File: config.mk
export PLATFORM = sky130hd
export DESIGN_NAME = avmm_periph_arbiter
export DESIGN_NICKNAME = d
export VERILOG_FILES = /design/src/rtl/avmm_periph_arbiter.sv
export SDC_FILE = /design/constraint.sdc
export NUM_CORES = 1
export LEC_CHECK = 0
export CAP_MARGIN = 20
export CORE_AREA = 2 2 90 92
export CTS_CLUSTER_DIAMETER = 60
export DETAILED_ROUTE_END_ITERATION = 6
export DIE_AREA = 0 0 92 94
export PLACE_DENSITY = 0.79
export REMOVE_ABC_BUFFERS = 1
export SLEW_MARGIN = 40
export SYNTH_ARGS = -nofsm -noshare
export SYNTH_HDL_FRONTEND = slang
export SYNTH_SLANG_ARGS = --single-unit
export TNS_END_PERCENT = 20
File: constraint.sdc
create_clock -name clk -period 2 [get_ports clk]
set_input_delay 0.2 -clock clk [delete_from_list [all_inputs] [get_ports clk]]
set_output_delay 0.2 -clock clk [all_outputs]
set_load 0.02 [all_outputs]
File: src/rtl/avmm_periph_arbiter.sv
// avmm_periph_arbiter: two-master round-robin Avalon-MM arbiter with lock and stall watchdog
module avmm_periph_arbiter #(
    parameter int ADDR_W  = 8,
    parameter int DATA_W  = 32,
    parameter int TIMEOUT = 255
) (
    input  logic              clk,
    input  logic              reset,
    input  logic [ADDR_W-1:0] m0_address,
    input  logic              m0_read,
    input  logic              m0_write,
    input  logic [DATA_W-1:0] m0_writedata,
    input  logic              m0_lock,
    output logic [DATA_W-1:0] m0_readdata,
    output logic              m0_waitrequest,
    output logic              m0_error,
    input  logic [ADDR_W-1:0] m1_address,
    input  logic              m1_read,
    input  logic              m1_write,
    input  logic [DATA_W-1:0] m1_writedata,
    input  logic              m1_lock,
    output logic [DATA_W-1:0] m1_readdata,
    output logic              m1_waitrequest,
    output logic              m1_error,
    output logic [ADDR_W-1:0] s_address,
    output logic              s_read,
    output logic              s_write,
    output logic [DATA_W-1:0] s_writedata,
    input  logic [DATA_W-1:0] s_readdata,
    input  logic              s_waitrequest,
    output logic [1:0]        grant
);
    localparam int TW = (TIMEOUT > 0) ? $clog2(TIMEOUT + 1) : 1;

    typedef enum logic {IDLE, BUSY} state_t;

    state_t          state;
    logic            owner;
    logic            last_owner;
    logic [TW-1:0]   tmo_cnt;

    logic              req0, req1, busy;
    logic              o_read, o_write, o_lock, o_req;
    logic [ADDR_W-1:0] o_addr;
    logic [DATA_W-1:0] o_wdata;
    logic              tmo, done, sel0, sel1;

    assign req0    = m0_read | m0_write;
    assign req1    = m1_read | m1_write;
    assign busy    = state == BUSY;
    assign o_read  = owner ? m1_read : m0_read;
    assign o_write = owner ? m1_write : m0_write;
    assign o_lock  = owner ? m1_lock : m0_lock;
    assign o_addr  = owner ? m1_address : m0_address;
    assign o_wdata = owner ? m1_writedata : m0_writedata;
    assign o_req   = o_read | o_write;

    // forced termination wins over a same-cycle slave release
    assign tmo  = busy & o_req & (TIMEOUT != 0) & (tmo_cnt == TW'(TIMEOUT));
    assign done = busy & o_req & ~s_waitrequest & ~tmo;
    assign sel0 = busy & ~owner;
    assign sel1 = busy & owner;

    // read+write together is treated as a write
    assign s_read      = busy & ~tmo & o_read & ~o_write;
    assign s_write     = busy & ~tmo & o_write;
    assign s_address   = busy ? o_addr : '0;
    assign s_writedata = busy ? o_wdata : '0;

    assign m0_waitrequest = sel0 ? s_waitrequest & ~tmo : 1'b1;
    assign m1_waitrequest = sel1 ? s_waitrequest & ~tmo : 1'b1;
    assign m0_readdata    = sel0 ? (tmo ? '1 : s_readdata) : '0;
    assign m1_readdata    = sel1 ? (tmo ? '1 : s_readdata) : '0;
    assign m0_error       = sel0 & tmo;
    assign m1_error       = sel1 & tmo;
    assign grant          = {sel1, sel0};

    always_ff @(posedge clk) begin
        if (reset) begin
            state      <= IDLE;
            owner      <= 1'b0;
            last_owner <= 1'b1;
            tmo_cnt    <= '0;
        end else if (!busy) begin
            if (req0 | req1) begin
                state   <= BUSY;
                owner   <= (req0 & req1) ? ~last_owner : req1;
                tmo_cnt <= '0;
            end
        end else if (tmo) begin
            state      <= IDLE;
            last_owner <= owner;
            tmo_cnt    <= '0;
        end else if (done) begin
            last_owner <= owner;
            tmo_cnt    <= '0;
            if (!o_lock) state <= IDLE;
        end else if (!o_req) begin
            if (!o_lock) begin
                state      <= IDLE;
                last_owner <= owner;
            end
        end else if (TIMEOUT != 0) begin
            tmo_cnt <= tmo_cnt + 1'b1;
        end
    end
endmodule
==> results.json <==
{
  "cpMaxStageDelayCell": "dfxtp_2",
  "ys_seq_elements": 11,
  "numCtsBuffers": 3,
  "cts_buffer_depth": 2,
  "finalCritPeriodShare_pct": 98.2,
  "diodes": 0,
  "yosys_warnings": 0,
  "post-synth-top-area-cell": "o21a_1",
  "fillers": 711,
  "first_pass_iters": 4,
  "antenna_found_initial": 0,
  "post-route-util_pct": 58.3,
  "wire_per_inst_um": 16.3,
  "die_y_um": 94,
  "dr_total_vias": 2799,
  "final_common_cell": "clkdlybuf4s50_1",
  "hold_buffers": 0,
  "fp-row-count": 32,
  "synthMuxAreaShare_pct": 21.8,
  "cts_sinks": 11,
  "placed_cell_area_um2": 4500,
  "p_per_area_nw_per_um2": 325,
  "setup.worst_path.start": "tmo_cnt[0]$_SDFFE_PP0P_",
  "grt_pass1_wl_um": 14500,
  "final_nets": 614,
  "path_cells": "ha_4 > nand3_2 > nor2_2 > and3_4 > buf_6 > buf_16 > and2_1 > buf_4",
  "synth-edff-count": 0,
  "grt_max_degree": 52,
  "coreArea_um2": 7610,
  "async_reset_ff_share_pct": 0,
  "max_slew_margin_pct": 81.9,
  "avgViaCountPerCell": 4.72,
  "synth_top_flop_cell": "dfxtp_1",
  "fin_total_pwr_mw": 1.44,
  "cap_violations": 0,
  "outcome": "complete, no violations",
  "max_freq_mhz": 509,
  "synth_top_area_share_pct": 24.4,
  "synth_top_family_by_area": "compound AO/OA/AOI/OAI gates",
  "cp_num_buf_inv": 3,
  "area_growth_pct": 125,
  "synth_compound_area_share_pct": 33.2,
  "finalCriticalPeriod_ps": 1960,
  "die_width_um": 92,
  "synth_xor_area_share_pct": 0.888,
  "synth_area_leaders": "o21a_1 24%, mux2i_1 22%, nor2b_1 13%, dfxtp_1 11%, buf_2 3.3%",
  "grt_setup_unrepaired": "true",
  "hold_path.class": "reg -> reg",
  "die_area_um2": 8650,
  "finalSetupViolCount": 0,
  "initial_utilization_pct": 25.9,
  "htreeDepth": 1,
  "crit_path_end_kind": "output pin",
  "clkTransAtPathRegs_ps": 50,
  "drt_iter0_drc": 82,
  "arrival_ps": 1760,
  "critPathLaunchType": "flop",
  "ant_nets": 0,
  "dp_hpwl_um": 7740,
  "seq_area_frac_synth_pct": 11.2,
  "leakage_nw": 2.08,
  "netlist_area_um2": 1970,
  "skew_ps": 3.72,
  "reg2reg_from": "owner$_SDFFE_PP0P_",
  "grt_usage_pct": 20.7,
  "critical_path_class": "reg -> out",
  "final_cell_mix": "120 x clkdlybuf4s50_1, 64 x o21a_1, 51 x buf_2",
  "crit_family": "simple AND/OR/NAND/NOR gates",
  "fin_area_um2": 4440,
  "drive_above_1_share_pct": 23.8,
  "synth_cell_types": 36,
  "hold_start": "tmo_cnt[6]$_SDFFE_PP0P_",
  "synthAdderAreaFrac_pct": 0.635,
  "critPathMaxStageDelay_ps": 350,
  "gp_congestion": 0.783,
  "finalHoldViolCount": 0,
  "cts_tree": "yes",
  "root_buffer": "clkbuf_8",
  "cp_max_fo": 12,
  "wirelength_um": 9660,
  "avgSynthCellArea_um2": 7.67,
  "first_global_vias": 2800,
  "worst_pin_slew_ps": 269,
  "synth-simple-area-share_pct": 23.9,
  "finalSetupTns_ps": 0,
  "io_buffers": 232,
  "critPathRequiredTime_ps": 1800,
  "ios": 233,
  "synthCells": 257,
  "grt_overflow_total": 0,
  "maxSlewViolCount": 0,
  "irDropWorstVdd_uv": 172,
  "clk_latency_ps": 250,
  "drc": 0
}
-- cells in the mapped netlist (2+ instances only) --
cell      number
clkbuf_1      14
o211a_1        2
o21a_1        64
nand3_1        4
nand4_1        2
nand2_1        4
o21ai_0        7
nor2_1         9
or4_1          3
a21oi_1        7
buf_4          2
o31ai_1        3
nor3b_1        2
buf_2         13
and2_1         2
mux2i_1       43
or3_1          2
buf_6          2
xor2_1         2
inv_1          3
nor2b_1       42
dfxtp_1       11
-- registers in the layout, summed over array words and instances (netlist names) --
| signal | cells |
|---|---|
| busy | 1 |
| last_owner | 1 |
| owner | 1 |
| tmo_cnt | 8 |
-- final timing paths --
| kind | end | slack (ps) | depth (start not counted) |
|---|---|---|---|
| max | m1_error | 40 | 8 |
| min | tmo_cnt[6]$_SDFFE_PP0P_ | 510 | 2 |
| max reg2reg | tmo_cnt[5]$_SDFFE_PP0P_ | 130 | 6 |
| min reg2reg | tmo_cnt[6]$_SDFFE_PP0P_ | 510 | 2 |
-- routing by layer --
layer | up-vias | part of all wire (%) | global-route usage (%)
met2 | 95 | 54 | 38.7
met1 | 1305 | 39 | 24.3
met4 | 0 | 1.2 | 4.60
li1 | 1389 | - | -
met3 | 10 | 6.2 | 4.33
met5 | - | 0 | 0
-- cells by family after synthesis --
logic type	after synthesis
flops	11
fa+ha+maj	1
compound gates	89
simple gates	77
mux	43
xor+xnor	2
buf+inv	34
-- through the flow --
step / worst slack (ps) / cells / hold WS [ps]
final: 36.4 / 593 / 507
after global routing: -53.8 / 593 / 550
after CTS: -115 / 593 / 510
after detailed placement: -419 / 585 / 496
after global placement: -385 / 585 / 474
after floorplan: -2310 / 226 / 269
-- what timing repair did --
item,in CTS,in global routing
hold endpoints to repair,0,0
setup buffers,2,0
resized for setup,325,35
endpoints found under the setup margin,112,66
cloned,2,0
pin swaps,2,0
-- power breakdown --
part           switching (mW)  internal (mW)
registers             0.00803          0.228
logic                   0.455          0.520
clock network          0.0903          0.141
-- cell type report --
cell class,instances,area (um^2),share of cell area (%)
timing repair buffer,261,2400,54.1
multi-input combinational,212,1630,36.7
sequential,11,224,5.05
tap,102,128,2.88
clock buffer,4,45.0,1.02
inverter,3,11.3,0.254
-- worst min-delay path: cells and delay by family, from the launching register on --
| kind | cells | cell delay (ps) |
|---|---|---|
| compound gates | 2 | 140 |
| flops | 1 | 320 |
Note: power is estimated with default switching activity, not from simulation.
